### config.mk
export PLATFORM = sky130hd
export DESIGN_NAME = aibcr3_dll_dlyctrl64
export DESIGN_NICKNAME = d
export VERILOG_FILES = /design/src/rtl/aibcr3_dll_dlyctrl64.sv
export SDC_FILE = /design/constraint.sdc
export NUM_CORES = 1
export LEC_CHECK = 0
export CORE_ASPECT_RATIO = 1.25
export CORE_MARGIN = 5
export CORE_UTILIZATION = 51
export DETAILED_ROUTE_END_ITERATION = 8
export GPL_ROUTABILITY_DRIVEN = 0
export MAX_ROUTING_LAYER = met4
export PLACE_DENSITY_LB_ADDON = 0.3
export SLEW_MARGIN = 20
export SYNTH_ARGS = -nofsm -noshare
export SYNTH_HDL_FRONTEND = slang
export SYNTH_SLANG_ARGS = --single-unit
### constraint.sdc
create_clock -name CLKIN -period 3.5 [get_ports CLKIN]
set_input_delay 1.05 -clock CLKIN [delete_from_list [all_inputs] [get_ports CLKIN]]
set_output_delay 1.05 -clock CLKIN [all_outputs]
set_load 0.01 [all_outputs]
### src/rtl/aibcr3_dll_dlyctrl64.sv
// DLL delay-line controller: filters phase-detector votes into a 0..64 code,
// drives a 64-cell thermometer select and flags dither lock.
module aibcr3_dll_dlyctrl64 #(
  parameter int FILT_LEN    = 4,
  parameter int SETTLE      = 8,
  parameter int LOCK_DITHER = 3,
  parameter int INIT_CODE   = 32
) (
  input  logic        CLKIN,
  input  logic        RSTb,
  input  logic        en,
  input  logic        pd_up,
  input  logic        pd_dn,
  input  logic        ovr_en,
  input  logic [6:0]  ovr_code,
  output logic [63:0] bk,
  output logic [6:0]  code,
  output logic        lock,
  output logic        at_min,
  output logic        at_max
);

  typedef enum logic [1:0] {ST_IDLE, ST_SETTLE, ST_TRACK, ST_LOCKED} state_t;

  localparam logic [6:0]        CODE_MAX = 7'd64;
  localparam logic [6:0]        INIT_W   = 7'(INIT_CODE);
  localparam logic [4:0]        SETTLE_W = 5'(SETTLE);
  localparam logic [2:0]        REV_MAX  = 3'(LOCK_DITHER);
  localparam logic signed [4:0] FILT_P   = 5'(FILT_LEN);
  localparam logic signed [4:0] FILT_N   = -FILT_P;
  localparam logic [63:0]       BK_INIT  = (INIT_CODE >= 64) ? {64{1'b1}}
                                         : ((64'd1 << INIT_CODE) - 64'd1);
  localparam logic [1:0]        DIR_NONE = 2'd0;
  localparam logic [1:0]        DIR_UP   = 2'd1;
  localparam logic [1:0]        DIR_DN   = 2'd2;

  // Reset asserts asynchronously, releases two CLKIN edges later.
  logic [1:0] rst_sync_q, rst_sync_d;
  logic       rst_n;
  assign rst_sync_d = {rst_sync_q[0], 1'b1};
  assign rst_n      = rst_sync_q[1];

  always_ff @(posedge CLKIN or negedge RSTb) begin
    if (!RSTb) rst_sync_q <= 2'b00;
    else       rst_sync_q <= rst_sync_d;
  end

  state_t             state_q, state_d;
  logic [6:0]         code_q, code_d;
  logic [63:0]        bk_q, bk_d;
  logic               lock_q, lock_d;
  logic signed [4:0]  filt_q, filt_d;
  logic [4:0]         settle_q, settle_d;
  logic [2:0]         rev_q, rev_d;
  logic [1:0]         last_q, last_d;

  logic signed [4:0]  vote;
  logic signed [4:0]  filt_sum;
  logic [1:0]         dir;
  logic               at_limit;

  assign vote = (pd_up && !pd_dn) ? 5'sd1 : ((pd_dn && !pd_up) ? -5'sd1 : 5'sd0);

  always_comb begin
    state_d  = state_q;
    code_d   = code_q;
    lock_d   = lock_q;
    filt_d   = filt_q;
    settle_d = settle_q;
    rev_d    = rev_q;
    last_d   = last_q;
    filt_sum = filt_q + vote;
    dir      = (filt_sum == FILT_P) ? DIR_UP : DIR_DN;
    at_limit = (dir == DIR_UP) ? (code_q == CODE_MAX) : (code_q == 7'd0);

    if (ovr_en) begin
      state_d = ST_IDLE;
      code_d  = (ovr_code > CODE_MAX) ? CODE_MAX : ovr_code;
      lock_d  = 1'b0;
      filt_d  = '0;
      rev_d   = '0;
    end else if (!en) begin
      state_d = ST_IDLE;
      lock_d  = 1'b0;
      filt_d  = '0;
    end else begin
      case (state_q)
        ST_IDLE: begin
          state_d  = ST_SETTLE;
          settle_d = SETTLE_W;
          filt_d   = '0;
        end
        ST_SETTLE: begin
          settle_d = settle_q - 5'd1;
          if (settle_q == 5'd1) state_d = lock_q ? ST_LOCKED : ST_TRACK;
        end
        default: begin
          if (filt_sum == FILT_P || filt_sum == FILT_N) begin
            filt_d = '0;
            // A step into a limit is dropped entirely: no settle, no history.
            if (!at_limit) begin
              code_d   = (dir == DIR_UP) ? code_q + 7'd1 : code_q - 7'd1;
              state_d  = ST_SETTLE;
              settle_d = SETTLE_W;
              last_d   = dir;
              if (last_q != DIR_NONE && last_q != dir) begin
                rev_d = (rev_q == REV_MAX) ? rev_q : rev_q + 3'd1;
                if (rev_d == REV_MAX) lock_d = 1'b1;
              end else begin
                rev_d  = '0;
                lock_d = 1'b0;
              end
            end
          end else begin
            filt_d = filt_sum;
          end
        end
      endcase
    end
  end

  // bk is registered from the next code so both move on the same edge.
  for (genvar gi = 0; gi < 64; gi++) begin : g_bk
    assign bk_d[gi] = (code_d > 7'(gi));
  end

  always_ff @(posedge CLKIN or negedge rst_n) begin
    if (!rst_n) begin
      state_q  <= ST_IDLE;
      code_q   <= INIT_W;
      bk_q     <= BK_INIT;
      lock_q   <= 1'b0;
      filt_q   <= '0;
      settle_q <= '0;
      rev_q    <= '0;
      last_q   <= DIR_NONE;
    end else begin
      state_q  <= state_d;
      code_q   <= code_d;
      bk_q     <= bk_d;
      lock_q   <= lock_d;
      filt_q   <= filt_d;
      settle_q <= settle_d;
      rev_q    <= rev_d;
      last_q   <= last_d;
    end
  end

  assign code   = code_q;
  assign bk     = bk_q;
  assign lock   = lock_q;
  assign at_min = (code_q == 7'd0);
  assign at_max = (code_q == CODE_MAX);

endmodule

==> results.yml <==
outcome:
  status: "complete, but fails checks"
  violations: "setup timing"
timing:
  worstMarginPinSlew_ns: 0.4903
  slew_headroom_pct: 67.01
  worst_slack_ns: -0.9386
  period_needed_ns: 4.439
  setup_tns_ns: -56.73
  hold_violations: 0
  slew_violations: 0
  setup_violations: 72
  timing.final.crit_share_pct: 126.8
  rsz0062_at_grt: "yes"
  finalClockSkew_ns: 0.01157
  max_freq_mhz: 225.3
yosys:
  synth_fp_nets: 402
  synth_flop_cell: "dfrtp_1"
  synth_top_family_by_area: "compound AO/OA/AOI/OAI gates"
  synth-simple-area-share_pct: 12.41
  synthMuxAreaShare_pct: 1.803
  async_flop_share_pct: 100.0
  ys_types: 64
  synth_compound_gate_area_share_pct: 17.85
  synth_adder_area_share_pct: 4.088
  syn_inst: 376
  avgSynthCellArea_sq_um: 11.07
  synth_xor_xnor_area_share_pct: 3.547
  synth_seq_area_share_pct: 55.70
  synth_seq_cells: 91
  syn-cell-area_sq_um: 4163
  synth_edf_count: 0
  yosys_warnings: 0
drt:
  wire_per_inst_um: 22.44
  vias: 3925
  antenna_left: 0
  drt_iter0_drc: 298
  drtPass1Iterations: 5
  totalWireLength_um: 14720
  drc: 0
  viasPerCell: 5.983
placed_design:
  dp_hpwl_um: 8483
  io_buffers: 86
  post_dp_cell_area_sq_um: 5783
global_route:
  grt_overflow: 0
  grt_max_degree: 90
  grt_pass1_wl_um: 21200
  grtUsageMet3_pct: 5.227
  track_usage_pct: 27.37
  grt_antenna_before_repair: 0
  grt_pass1_vias: 4054
  grt_util_met1_pct: 30.86
  met2_usage_pct: 45.47
  top_usage_layer: "met2"
clock_tree:
  clock_latency_ns: 0.38
  clk_pin_slew_ns: 0.11
  cts_sinks: 91
  cts_buffers: 9
  root_buffer: "clkbuf_8"
  tritoncts: "built"
  cts_buffer_depth: 2
  h-tree-depth: 3
finish:
  syn2layout_area_growth_pct: 60.99
  num-nets-final: 582
  layout-drive-gt1-share_pct: 45.28
  insertedDiodeCount: 0
  fin_area_sq_um: 6701
worst_setup_path:
  crit_type: "in2reg"
  r2r_end: "bk[1]"
  cp-end-kind: "register"
  cpMaxStageDelayCell: "fa_2"
  critPathMostFrequentCell: "ha_4"
  worstPathRequired_ns: 3.82
  cp_top_family: "compound AO/OA/AOI/OAI gates"
  cp_slowest_stage_delay_ns: 0.38
  reg2reg_slack_ns: -0.33
  cp.arrival_ns: 4.75
  worstRegToRegCells: 19
  start_kind: "primary input"
  crit_fanout: 16
  rr_startpoint: "filt_q[1]"
  path_cells: "buf_8 > inv_12 > ha_4 > inv_2 > ha_4 > ha_4 > a211o_1 > a32oi_2 > xor2_2 > nand3_4 > fa_2 > a21oi_2 > o21bai_1 > a21o_1 > a21oi_2 > nand2_1 > mux2_4 > o21a_4 > inv_6 > buf_12 > nor3_4 > buf_12 > nand3_2"
  path_buf_inv: 6
pwr:
  ir_worst_vdd_uv: 376.9
  total_power_mw: 2.914
  powerDensity_nw_per_um2: 434.8
  p_leak_nw: 2.815
flow_run:
  cap_violations: 0
floorplan:
  die_h_um: 111.0
  die_w_um: 90.81
  ios: 87
  start_util_pct: 52.81
  dieArea_sq_um: 10080
  floorplan.rows: 36
  core_area_sq_um: 7883
min_path:
  hold_path.class: "reg2async"
-- cells in the mapped netlist (all sizes together), types with 2 or more instances --
cell    count  share of area [%]
dfrtp      58                 35
o21ai      47                5.7
dfstp      33                 21
nand2      33                3.0
inv        24                2.2
a21oi      18                2.3
nor2       14                1.3
nand3      13                1.7
ha         12                3.6
buf        11                2.0
nor3       10                1.5
xnor2      10                2.3
o31ai       6                1.1
xor2        6                1.3
a31oi       5               0.75
and2        5               0.75
nand2b      5               0.75
a311oi      4               0.84
clkbuf      4               0.36
mux2        4                1.1
nor2b       4               0.60
a211oi      3                1.3
a32oi       3               0.63
mux2i       3               0.72
nor4        3               0.81
o21a        3               0.54
o21bai      3               0.54
a211o       2               0.42
a21boi      2               0.36
a21o        2               0.36
a22o        2               0.45
and3        2               0.33
nor3b       2               0.36
o211a       2               0.48
o22ai       2               0.30
or2         2               0.30
-- flip-flops by register name (all words and copies together), names as in the netlist --
name,count
rev_q,3
state_q,2
lock,1
settle_q,5
filt_q,5
code,7
bk,64
last_q,2
rst_sync_q,2
-- layout by cell type (no fill, tap or decap), types with 5 or more instances in the layout --
cell type / netlist / routed
nand3_2: 1 / 8
inv_2: 4 / 5
dfstp_2: 33 / 33
o21ai_0: 42 / 12
o21ai_2: 1 / 12
o21ai_1: 4 / 21
clkbuf_8: 0 / 9
buf_4: 6 / 74
buf_6: 2 / 19
a21oi_2: 1 / 9
clkdlybuf4s50_1: 0 / 84
a21oi_1: 17 / 7
nor2_1: 13 / 11
inv_1: 20 / 15
dfrtp_1: 58 / 57
ha_1: 12 / 6
nand2_1: 33 / 26
xnor2_2: 1 / 5
ha_4: 0 / 6
a31oi_1: 5 / 5
-- report_power, final --
group          switching (mW)  internal (mW)
registers              0.0656           1.18
logic                   0.429          0.430
clock network           0.445          0.366
-- stage by stage --
step | hold WS, ns | util (%) | setup slack [ns] | instances
3_5_place_dp | 0.3380 | 73.37 | -1.957 | 620
5_1_grt | 0.2963 | 85.02 | -1.153 | 656
4_1_cts | 0.3719 | 82.30 | -0.9263 | 650
3_3_place_gp | 0.3420 | 73.37 | -1.818 | 620
6_report | 0.2557 | 85.02 | -0.9386 | 656
2_1_floorplan | 0.3312 | - | -1.221 | 376
-- kinds of logic (layout without fill, tap and decap cells) --
| group | count (synthesis) | in the layout |
|---|---|---|
| xor gates and xnor gates | 16 | 16 |
| adders and majority gates | 13 | 13 |
| and+or+nand+nor | 98 | 98 |
| DFF | 91 | 91 |
| muxes | 7 | 7 |
| buffers and inverters | 39 | 224 |
| other | 1 | 1 |
| AOI/OAI and AO/OA | 111 | 111 |
-- layer usage --
layer  wire [um]  vias to the layer above
met4         891                        0
met2        7791                      215
met3         954                       94
li1            -                     1685
met1        5082                     1931
met5           0                        -
-- area by class of cell --
cell class              count  area (sq um)
flip-flops and latches     91          2322
clock buffers              11         173.9
clock inverters             5         61.31
multi-input cells         246          2165
inverters                  24         112.6
well taps                  95         118.9
fillers                   362          1181
repair buffers            184          1748
-- worst max path at each step --
stage | from | endpoint | slack (ns) | cells past startpoint
floorplan | pd_up | bk[1] | -1.22 | 20
global placement | pd_up | bk[50] | -1.82 | 22
detailed placement | pd_up | bk[52] | -1.96 | 22
CTS | pd_up | bk[34] | -0.93 | 23
global route | pd_up | bk[54] | -1.15 | 21
finish | pd_up | bk[1] | -0.94 | 23
-- timing repair --
item                                    4_1_cts  5_1_grt
gates resized for setup                     113       32
cloned                                        1        0
buffers inserted                             21       12
endpoints found under the setup margin       86       82
pin swaps                                    41       17
hold buffers                                  0        0
No activity file was read; power rests on OpenSTA's default activity.
==> RTL edit (same settings) <==
The 4 states of `state_t` get a one-hot encoding in 4 bits.
--- a/src/rtl/aibcr3_dll_dlyctrl64.sv
+++ b/src/rtl/aibcr3_dll_dlyctrl64.sv
@@ -22,3 +22,3 @@
 
-  typedef enum logic [1:0] {ST_IDLE, ST_SETTLE, ST_TRACK, ST_LOCKED} state_t;
+  typedef enum logic [3:0] {ST_IDLE = 4'b0001, ST_SETTLE = 4'b0010, ST_TRACK = 4'b0100, ST_LOCKED = 4'b1000} state_t;
 
Formal check against the unedited RTL: same outputs for any inputs over 10 cycles, from zero or initial values and one cycle with RSTb low; not proved beyond that.
==> RTL edit against the original RTL <==
- setup slack worse by 0.96 ns
- largest power group is now combinational logic
- routed wire length is 69% higher
- sequential share of layout area is 6.1 points lower
- area after synthesis is 14% higher
- first-iteration DRC count is 120% higher
- the run still ends with negative setup slack left
- critical endpoint is now bk[34]
- clock power is 28% higher
- sequential cell count is 2 higher
- die area is 13% higher
- total power is 36% higher
- cell area is 24% higher
- count of clock-buffer cells in the layout is 2 lower
==> RTL edit: results (changes against the original RTL) <==
Nets: 729 (was 582)
Avg Vias per Cell: 6.675 (was 5.983)
Post-synth ARST share: 100.0% (unchanged)
Largest net degree at the start of global routing: 92 (was 90)
DP HPWL: 10.77 mm (was 8.483 mm)
Setup Slack @ Placement: -2.075 ns (was -1.957 ns)
Status: complete, but fails checks (unchanged)
Largest vdd supply drop: 0.0004775 V (was 0.0003769 V)
CTS clk-pin slew, worst paths: 0.09 ns (was 0.11 ns)
Clock Path Buffers: 2 (unchanged)
# fillers: 316 (was 362)
First-pass GRT wire length: 29.12 mm (was 21.20 mm)
Clock network power: 1.04 mW (was 0.811 mW)
Area Overhead vs Synth: 74.84% (was 60.99%)
Yosys cell types: 79 (was 64)
Ys Warns: 0 (unchanged)
Placed cells: 763 (was 620)
Vias in the first global route: 5520 (was 4054)
Syn nets: 474 (was 402)
Layout cells sized above 1: 52.97% (was 45.28%)
P_int: 2.504 mW (was 1.975 mW)
Total routed wirelength: 24.87 mm (was 14.72 mm)
Rel. slew slack: 44.74% (was 67.01%)
Iteration-0 DRC Markers: 669 (was 298)
DRT Pass-1 Iters: 6 (was 5)
Static leakage: 3.488 nW (was 2.815 nW)
Top cells by count, synth: dfrtp_1, nand2_1, dfstp_2, o21ai_0, nor2_1 (was dfrtp_1, o21ai_0, dfstp_2, nand2_1, inv_1)
Failing checks: negative setup slack (unchanged)
Hold/Removal Path Class: reg2async (unchanged)
Setup TNS: -105.89 ns (was -56.73 ns)
Post-Syn Instances: 448 (was 376)
Final Setup Violations: 82 (was 72)
Post-synth top flop: dfrtp_1 (unchanged)
Initial antenna violation count: 0 (unchanged)
Final non-filler cell total: 831 (was 656)
Final setup margin: -1.900 ns (was -0.9386 ns)
Tot Pwr: 3.959 mW (was 2.914 mW)
Met2 wire len: 12.17 mm (was 7.791 mm)
Max incr delay on CP: 0.48 ns (was 0.38 ns)
CP max FO: 7 (was 16)
Post-DP Area: 6853 sq um (was 5783 sq um)
Worst Clk Skew: 0.01535 ns (was 0.01157 ns)
Clk root buf: clkbuf_16 (was clkbuf_8)
Metal-1 WL: 8.075 mm (was 5.082 mm)
Register area share after synthesis: 49.79% (was 55.70%)
Critical path's slowest cell: a211oi_4 (was fa_2)
GR Util All Layers: 34.50% (was 27.37%)
Main area contributors after synthesis: dfrtp_1, dfstp_2, o21ai_0 (unchanged)
Met3 routed WL: 2.395 mm (was 954 microns)
Flop pwr share: 34.1% (was 42.7%)
Ant diodes: 0 (unchanged)
[RTL edit: worst paths after layout]
kind                                    start            end  slack (ns)  cells after the start
min in group CLKIN              rst_sync_q[0]  rst_sync_q[1]        0.39                      0
worst min register to register  rst_sync_q[1]         bk[33]        0.28                      0
worst min-delay path            rst_sync_q[1]         bk[33]        0.28                      0
max in group asynchronous                RSTb  rst_sync_q[1]        2.50                      1
worst max register to register      filt_q[1]         bk[34]       -1.29                     21
worst max-delay path                    pd_up         bk[34]       -1.90                     25
[RTL edit: logic make-up (layout without fill, tap and decap cells)]
group | count (synthesis) | after routing | synth area share (%)
buf+inv | 45 | 305 | 4.600
other cells | 1 | 1 | 0.07879
compound gates | 124 | 124 | 19.64
simple gates | 154 | 154 | 18.32
fa+ha+maj | 13 | 13 | 3.575
xor+xnor | 10 | 10 | 1.998
flops | 93 | 93 | 49.79
mux | 8 | 8 | 1.998
[RTL edit: critical path, delay by kind of cell]
family	cells	cell delay, ns
AO/OA/AOI/OAI	7	1.71
adder cells (fa/ha/maj)	4	0.99
AND/OR/NAND/NOR	5	0.86
buffers and inverters	7	0.54
multiplexers	1	0.27
XOR/XNOR	1	0.16
[RTL edit: final cells by class]
type	count	share of cell area, %
Multi-Input combinational cell	310	35.44
Timing Repair Buffer	258	28.54
Clock inverter	7	0.9172
Timing Repair inverter	1	0.1353
Inverter	30	1.894
Clock buffer	9	2.706
Sequential cell	93	28.52
Tap cell	123	1.849
[RTL edit: repair_timing]
item                       CTS  global route
gates resized for setup     96            89
pin swaps                   34            46
setup buffers               25            34
setup endpoints to repair   87            83
cloned                       3             0
[RTL edit: routing by layer]
layer	up-vias	track usage, %
met5	-	-
met4	0	20.96
met3	218	6.841
met2	515	58.53
met1	2694	35.76
li1	2120	-
